### src/rtl/sr_pulse_conditioner.sv
// ============================================================================
// sr_pulse_conditioner
// ----------------------------------------------------------------------------
// Turns two raw, asynchronous, active-high push buttons into clean debounced
// levels and single-cycle rising-edge strobes. The strobes are meant to drive
// an edge-sampled set/reset storage element directly.
//
// The set and reset paths are two instances of the same channel and share no
// state. When both strobes qualify on the same edge, both are asserted together.
// Priority between set and reset is left to the consumer.
//
// Ports (top level):
//   clk          in   sole clock, everything updates on the rising edge
//   rst          in   synchronous, active-high reset
//   btn_set      in   raw asynchronous set button
//   btn_reset    in   raw asynchronous reset button
//   set_pulse    out  one-cycle strobe on the debounced rising edge of btn_set
//   reset_pulse  out  one-cycle strobe on the debounced rising edge of btn_reset
//   set_level    out  debounced level of btn_set
//   reset_level  out  debounced level of btn_reset
//
// Parameters:
//   DEBOUNCE_CYCLES  number of consecutive cycles the synchronized input must
//                    differ from the debounced level before the level follows.
//                    Legal range is 2..65535.
//   CNT_W            debounce counter width. It must be able to hold
//                    DEBOUNCE_CYCLES-1.
//
// This block has no valid/ready handshakes. The strobes are plain
// one-cycle qualifiers with no back-pressure.
//
// Timing: a button change that is stable across edge E0 first reaches q1 at E0
// and q2 at E0+1. The counter then runs from E0+2 to E0+DEBOUNCE_CYCLES, and
// level/pulse update at E0+DEBOUNCE_CYCLES+1.
// ============================================================================

// ----------------------------------------------------------------------------
// sr_pulse_channel
// One conditioning channel: a 2-flop synchronizer, a saturating debounce
// counter, and a two-state level FSM with a registered rising-edge strobe.
//
// Ports:
//   clk    in   clock
//   rst    in   synchronous, active-high reset
//   btn    in   raw asynchronous button
//   level  out  debounced level. This is the FSM state itself, so it doubles
//               as the channel's state debug view (0 = ST_LOW, 1 = ST_HIGH).
//   pulse  out  registered one-cycle strobe on a LOW->HIGH level transition
// ----------------------------------------------------------------------------
module sr_pulse_channel #(
    parameter int DEBOUNCE_CYCLES = 4,
    parameter int CNT_W           = $clog2(DEBOUNCE_CYCLES) + 1
) (
    input  logic clk,
    input  logic rst,
    input  logic btn,
    output logic level,
    output logic pulse
);

    typedef enum logic {
        ST_LOW  = 1'b0,
        ST_HIGH = 1'b1
    } chan_state_t;

    // Terminal count: the last value the counter may hold.
    localparam logic [CNT_W-1:0] TERM = CNT_W'(DEBOUNCE_CYCLES - 1);
    localparam logic [CNT_W-1:0] ONE  = CNT_W'(1);

    // Synchronizer. Only q2 is ever looked at by the debounce logic.
    logic q1;
    logic q2;

    chan_state_t      state;
    chan_state_t      next_state;
    logic [CNT_W-1:0] count;
    logic [CNT_W-1:0] next_count;
    logic             pulse_q;
    logic             next_pulse;
    logic             differs;

    // ------------------------------------------------------------------------
    // State register. Reset wins over everything: any partial count is thrown
    // away, and a strobe that would have fired on this edge is suppressed.
    // ------------------------------------------------------------------------
    always_ff @(posedge clk) begin
        if (rst) begin
            q1      <= 1'b0;
            q2      <= 1'b0;
            state   <= ST_LOW;
            count   <= '0;
            pulse_q <= 1'b0;
        end else begin
            q1      <= btn;
            q2      <= q1;
            state   <= next_state;
            count   <= next_count;
            pulse_q <= next_pulse;
        end
    end

    // ------------------------------------------------------------------------
    // Next-state and counter logic.
    // The counter runs only while q2 disagrees with the current level. Any
    // agreement resets it, so a short excursion leaves no residue. At the
    // terminal count the level follows q2 and the counter restarts from zero.
    // The terminal test uses ">=" so that an out-of-range counter value can
    // only ever lead back to zero. It can never increment past TERM or wrap.
    // ------------------------------------------------------------------------
    assign differs = (q2 != (state == ST_HIGH));

    always_comb begin
        next_state = state;
        next_count = count;
        next_pulse = 1'b0;

        if (!differs) begin
            next_count = '0;
        end else if (count >= TERM) begin
            next_count = '0;
            next_state = q2 ? ST_HIGH : ST_LOW;
            // Only a LOW->HIGH transition produces a strobe. Because differs
            // is true here, q2 == 1 implies that the current state is ST_LOW.
            next_pulse = q2;
        end else begin
            next_count = count + ONE;
        end
    end

    assign level = (state == ST_HIGH);
    assign pulse = pulse_q;

    // Structural invariants. They are cheap to bind to and document intent.
    a_count_bounded : assert property (@(posedge clk) disable iff (rst)
        count <= TERM);
    a_pulse_implies_level : assert property (@(posedge clk) disable iff (rst)
        pulse_q |-> (state == ST_HIGH));

endmodule

// ----------------------------------------------------------------------------
// Top level: two independent channels.
// ----------------------------------------------------------------------------
module sr_pulse_conditioner #(
    parameter int DEBOUNCE_CYCLES = 4,
    parameter int CNT_W           = $clog2(DEBOUNCE_CYCLES) + 1
) (
    input  logic clk,
    input  logic rst,
    input  logic btn_set,
    input  logic btn_reset,
    output logic set_pulse,
    output logic reset_pulse,
    output logic set_level,
    output logic reset_level
);

    sr_pulse_channel #(
        .DEBOUNCE_CYCLES (DEBOUNCE_CYCLES),
        .CNT_W           (CNT_W)
    ) u_set_chan (
        .clk   (clk),
        .rst   (rst),
        .btn   (btn_set),
        .level (set_level),
        .pulse (set_pulse)
    );

    sr_pulse_channel #(
        .DEBOUNCE_CYCLES (DEBOUNCE_CYCLES),
        .CNT_W           (CNT_W)
    ) u_reset_chan (
        .clk   (clk),
        .rst   (rst),
        .btn   (btn_reset),
        .level (reset_level),
        .pulse (reset_pulse)
    );

endmodule

### config.mk
export PLATFORM = sky130hd
export DESIGN_NAME = sr_pulse_conditioner
export DESIGN_NICKNAME = d
export VERILOG_FILES = /design/src/rtl/sr_pulse_conditioner.sv
export SDC_FILE = /design/constraint.sdc
export NUM_CORES = 1
export LEC_CHECK = 0
export BUFFER_PORTS_ARGS = -buffer_cell sky130_fd_sc_hd__buf_2
export CORE_AREA = 3 3 40 42
export CTS_BUF_LIST = sky130_fd_sc_hd__clkbuf_2 sky130_fd_sc_hd__clkbuf_4 sky130_fd_sc_hd__clkbuf_8
export CTS_CLUSTER_DIAMETER = 60
export DETAILED_ROUTE_END_ITERATION = 10
export DIE_AREA = 0 0 43 45
export HOLD_SLACK_MARGIN = 0.03
export PLACE_DENSITY = 0.6
export SLEW_MARGIN = 30
export SYNTH_ARGS = -nofsm -noshare
export SYNTH_HDL_FRONTEND = slang
export SYNTH_SLANG_ARGS = --single-unit
### constraint.sdc
create_clock -name clk -period 1.6 [get_ports clk]
set_input_delay 0.16 -clock clk [delete_from_list [all_inputs] [get_ports clk]]
set_output_delay 0.16 -clock clk [all_outputs]
set_load 0.01 [all_outputs]
==> reports/qor.log <==
[sta] Final min period 1390 ps
[grt] largest net degree at the start of global routing 15
[power_and_ir_drop] cell-internal power 0.451 mW
[power_and_ir_drop] proportion of power drawn by flip-flops and latches 0.639
[final_layout] total area of multi-input combinational cells 235 µm²
[grt] total global routing overflow 0
[detailed_routing] wirelength, routed 665 µm
[setup_path] Critical Path Most Common Cell sky130_fd_sc_hd__ha_1
[grt] number of antenna violations at the first check in global routing 0
[cts] CTS Hold Bufs 0
[sta] Hold Vio Cnt, Final 0
[setup_path] Crit Path Max Fanout 4
[die] number of I/O pins 8
[final_layout] most frequent standard cell in the layout excluding fill and tap cells sky130_fd_sc_hd__dfxtp_1
[synthesis] part of the Yosys area used for sequential elements 0.531
[die] starting density of the core 0.411
[sta] unrepaired setup endpoints after global routing no
[detailed_routing] Starting DRT DRC Count 1
[detailed_routing] vias per cell 4.86
[cts] maximum buffer depth of the clock tree 2
[setup_path] critical path endpoint category register
[setup_path] kind of launch point of the worst setup path register
[cts] clock tree from TritonCTS built
[final_layout] commonest non-fill, non-tap cells in the layout 14 x sky130_fd_sc_hd__dfxtp_1, 7 x sky130_fd_sc_hd__buf_2
[synthesis] cell area after synthesis 528 µm²
[cts] clock latency on the worst-skew pair 270 ps
[detailed_routing] number of optimization iterations in the first detailed-route pass 2
[detailed_routing] detailed-route DRC error count 0
[die] standard cell core area 0.00128 mm²
[sta] slew margin rel. 0.727
[placement] IO Port Bufs 7
[final_layout] number of fill cells in the layout 125
[placement] global placer's final weighted congestion 0.599
[cts] Setup Fix Bufs, Post-CTS 0
[placement] post-detail-place hpwl 518 µm
[cts] sinks on the clock net 14
[sta] slew at the pin closest to its max-slew limit 407 ps
[cts] cts repair resizes 0
[sta] Final TNS setup 0 ps
[final_layout] # nets final 64
[power_and_ir_drop] leakage power total 0.260 nW
[die] # rows 13
[sta] period utilization 0.871
[sta] final slew viol count 0
[power_and_ir_drop] portion of total power attributed to the clock network 0.329
[synthesis] flip-flop and latch count after synthesis 14
[setup_path] highest cell delay on the worst timing path 380 ps
[power_and_ir_drop] switching component of the power 0.109 mW
[power_and_ir_drop] highest ir drop seen on vdd 0.488 mV
[detailed_routing] overall via count from detail_route 335
[synthesis] Distinct cells, synth 13
[detailed_routing] post-detailed-route count of antenna-violating nets 0
[die] die outline area 0.00194 mm²
[setup_path] Crit Path Category register to register
[power_and_ir_drop] switching share of power 0.195
[final_layout] fraction of final layout cells sized beyond drive strength 1 0.222
[setup_path] critical path, cell by cell ha_1 -> ha_1 -> a211oi_1 -> mux2i_1
[final_layout] layout overhead on the synthesized area 13.5%
[cts] Reg clk slew, reported paths 70 ps
[sta] final setup skew 1.38 ps
[sta] Final setup viols 0
[grt] overall track demand over capacity in global routing 0.0887
[synthesis] post-synthesis net count 53
[cts] clock buffer count from CTS 3
[synthesis] top cells by area in the synthesized netlist sky130_fd_sc_hd__dfxtp_1 53%, sky130_fd_sc_hd__ha_1 9.5%, sky130_fd_sc_hd__nor4b_2 5.7%
[setup_path] arrival time at the worst endpoint 1600 ps
[synthesis] fraction of synthesized cell area taken by the top area cell type 0.531
[placement] pre-CTS WS 209 ps
[power_and_ir_drop] Power Dens Cells 934 mW/mm²
[die] vertical extent of the die 45 µm
[cts] H-tree levels 1
[cts] cell chosen for the clock root sky130_fd_sc_hd__clkbuf_4
[sta] Highest Clock Rate 0.718 GHz
[setup_path] required time reported for the critical path endpoint 1800 ps
[setup_path] master of the slowest instance on the critical path sky130_fd_sc_hd__a211oi_1
[synthesis] gate count after technology mapping 45
[detailed_routing] Routed WL per cell 9.64 µm
[grt] number of global-route vias before repair 300
[grt] global-route wire length before repair 1200 µm
[sta] worst-case setup margin in the final layout 207 ps
[synthesis] Warnings, synthesis 0
[run_status] run status finished clean
[synthesis] top cell type by total area after synthesis sky130_fd_sc_hd__dfxtp_1
[final_layout] antenna fix cells 0
[final_layout] area used by sequential logic in the layout 280 µm²
[min_path] worst min-delay path category primary input to register
[power_and_ir_drop] relative contribution of combinational cells to total power 0.033
[die] width of the die 43 µm
[synthesis] Post-Syn Area per Cell 11.7 µm²
[job] max-cap viol count 0
==> cells by family (layout without fill, tap and decap cells) <==
family | Yosys count | after routing | share of synthesized area
buffers and inverters | 3 | 12 | 0.0237
AOI/OAI and AO/OA | 4 | 4 | 0.0616
xor gates and xnor gates | 2 | 2 | 0.0332
and+or+nand+nor | 16 | 16 | 0.218
muxes | 2 | 2 | 0.0379
DFF | 14 | 14 | 0.531
adders and majority gates | 4 | 4 | 0.0948
==> worst max-delay path: cells and delay by family (launching register included) <==
kind | cells | cell delay [ps]
compound gates | 1 | 380
flops | 1 | 340
mux | 1 | 220
fa+ha+maj | 2 | 390
==> worst paths after layout <==
| check | from | cells past startpoint | slack (ps) | endpoint |
|---|---|---|---|---|
| setup / recovery | u_set_chan.count[0]$_SDFF_PP0_ | 4 | 210 | u_set_chan.level$_SDFFE_PP0P_ |
| hold reg to reg | u_set_chan.q1$_SDFF_PP0_ | 1 | 440 | u_set_chan.q2$_SDFF_PP0_ |
| hold / removal | btn_set | 2 | 100 | u_set_chan.q1$_SDFF_PP0_ |
| setup reg to reg | u_set_chan.count[0]$_SDFF_PP0_ | 4 | 210 | u_set_chan.level$_SDFFE_PP0P_ |
==> metrics by stage <==
stage | cell area [µm²] | hold slack [ps] | power [mW] | std cells | util
floorplan | 528 | 288 | 0.379 | 45 | -
global placement | 577 | 372 | 0.384 | 66 | 0.449
detailed placement | 577 | 378 | 0.384 | 66 | 0.449
CTS | 599 | 95.1 | 0.573 | 69 | 0.466
global route | 599 | 99.9 | 0.588 | 69 | 0.466
finish | 599 | 103 | 0.560 | 69 | 0.466
==> state kept, by name (all words and copies together), names as in the netlist <==
| signal | flops |
|---|---|
| u_set_chan.q1 | 1 |
| u_reset_chan.q1 | 1 |
| u_reset_chan.level | 1 |
| u_set_chan.level | 1 |
| u_set_chan.q2 | 1 |
| u_reset_chan.count | 3 |
| u_reset_chan.pulse | 1 |
| u_set_chan.pulse | 1 |
| u_reset_chan.q2 | 1 |
| u_set_chan.count | 3 |
==> cell usage after synthesis, drive strengths merged <==
| cell type | n |
|---|---|
| nor4 | 4 |
| dfxtp | 14 |
| nor2b | 4 |
| a211o | 2 |
| nor3 | 2 |
| ha | 4 |
| nand2b | 4 |
| inv | 2 |
| a211oi | 2 |
| nor4b | 2 |
| buf | 1 |
| xnor2 | 2 |
| mux2i | 2 |
==> area by class of cell <==
cell class	instances	area share
flip-flops and latches	14	0.468
multi-input cells	28	0.392
repair buffers	7	0.0585
clock buffers	3	0.0376
well taps	15	0.0313
inverters	2	0.0125
==> per-layer routing <==
metal  routed length, µm  vias up  GRT usage
met5                   0        -          0
met4                   0        0     0.0723
met3                  28        0     0.0359
met2                 307        4      0.144
met1                 329      152     0.0905
li1                    -      179          -
==> power by group through the flow <==
| stage | clock (mW) | sequential (mW) | combinational (mW) |
|---|---|---|---|
| 2_1_floorplan | 0 | 0.365 | 0.0138 |
| 3_3_place_gp | 0 | 0.366 | 0.0186 |
| 3_5_place_dp | 0 | 0.366 | 0.0187 |
| 4_1_cts | 0.196 | 0.358 | 0.0187 |
| 5_1_grt | 0.209 | 0.358 | 0.0209 |
| 6_report | 0.184 | 0.357 | 0.0183 |
(Power assumes the default switching activity.)
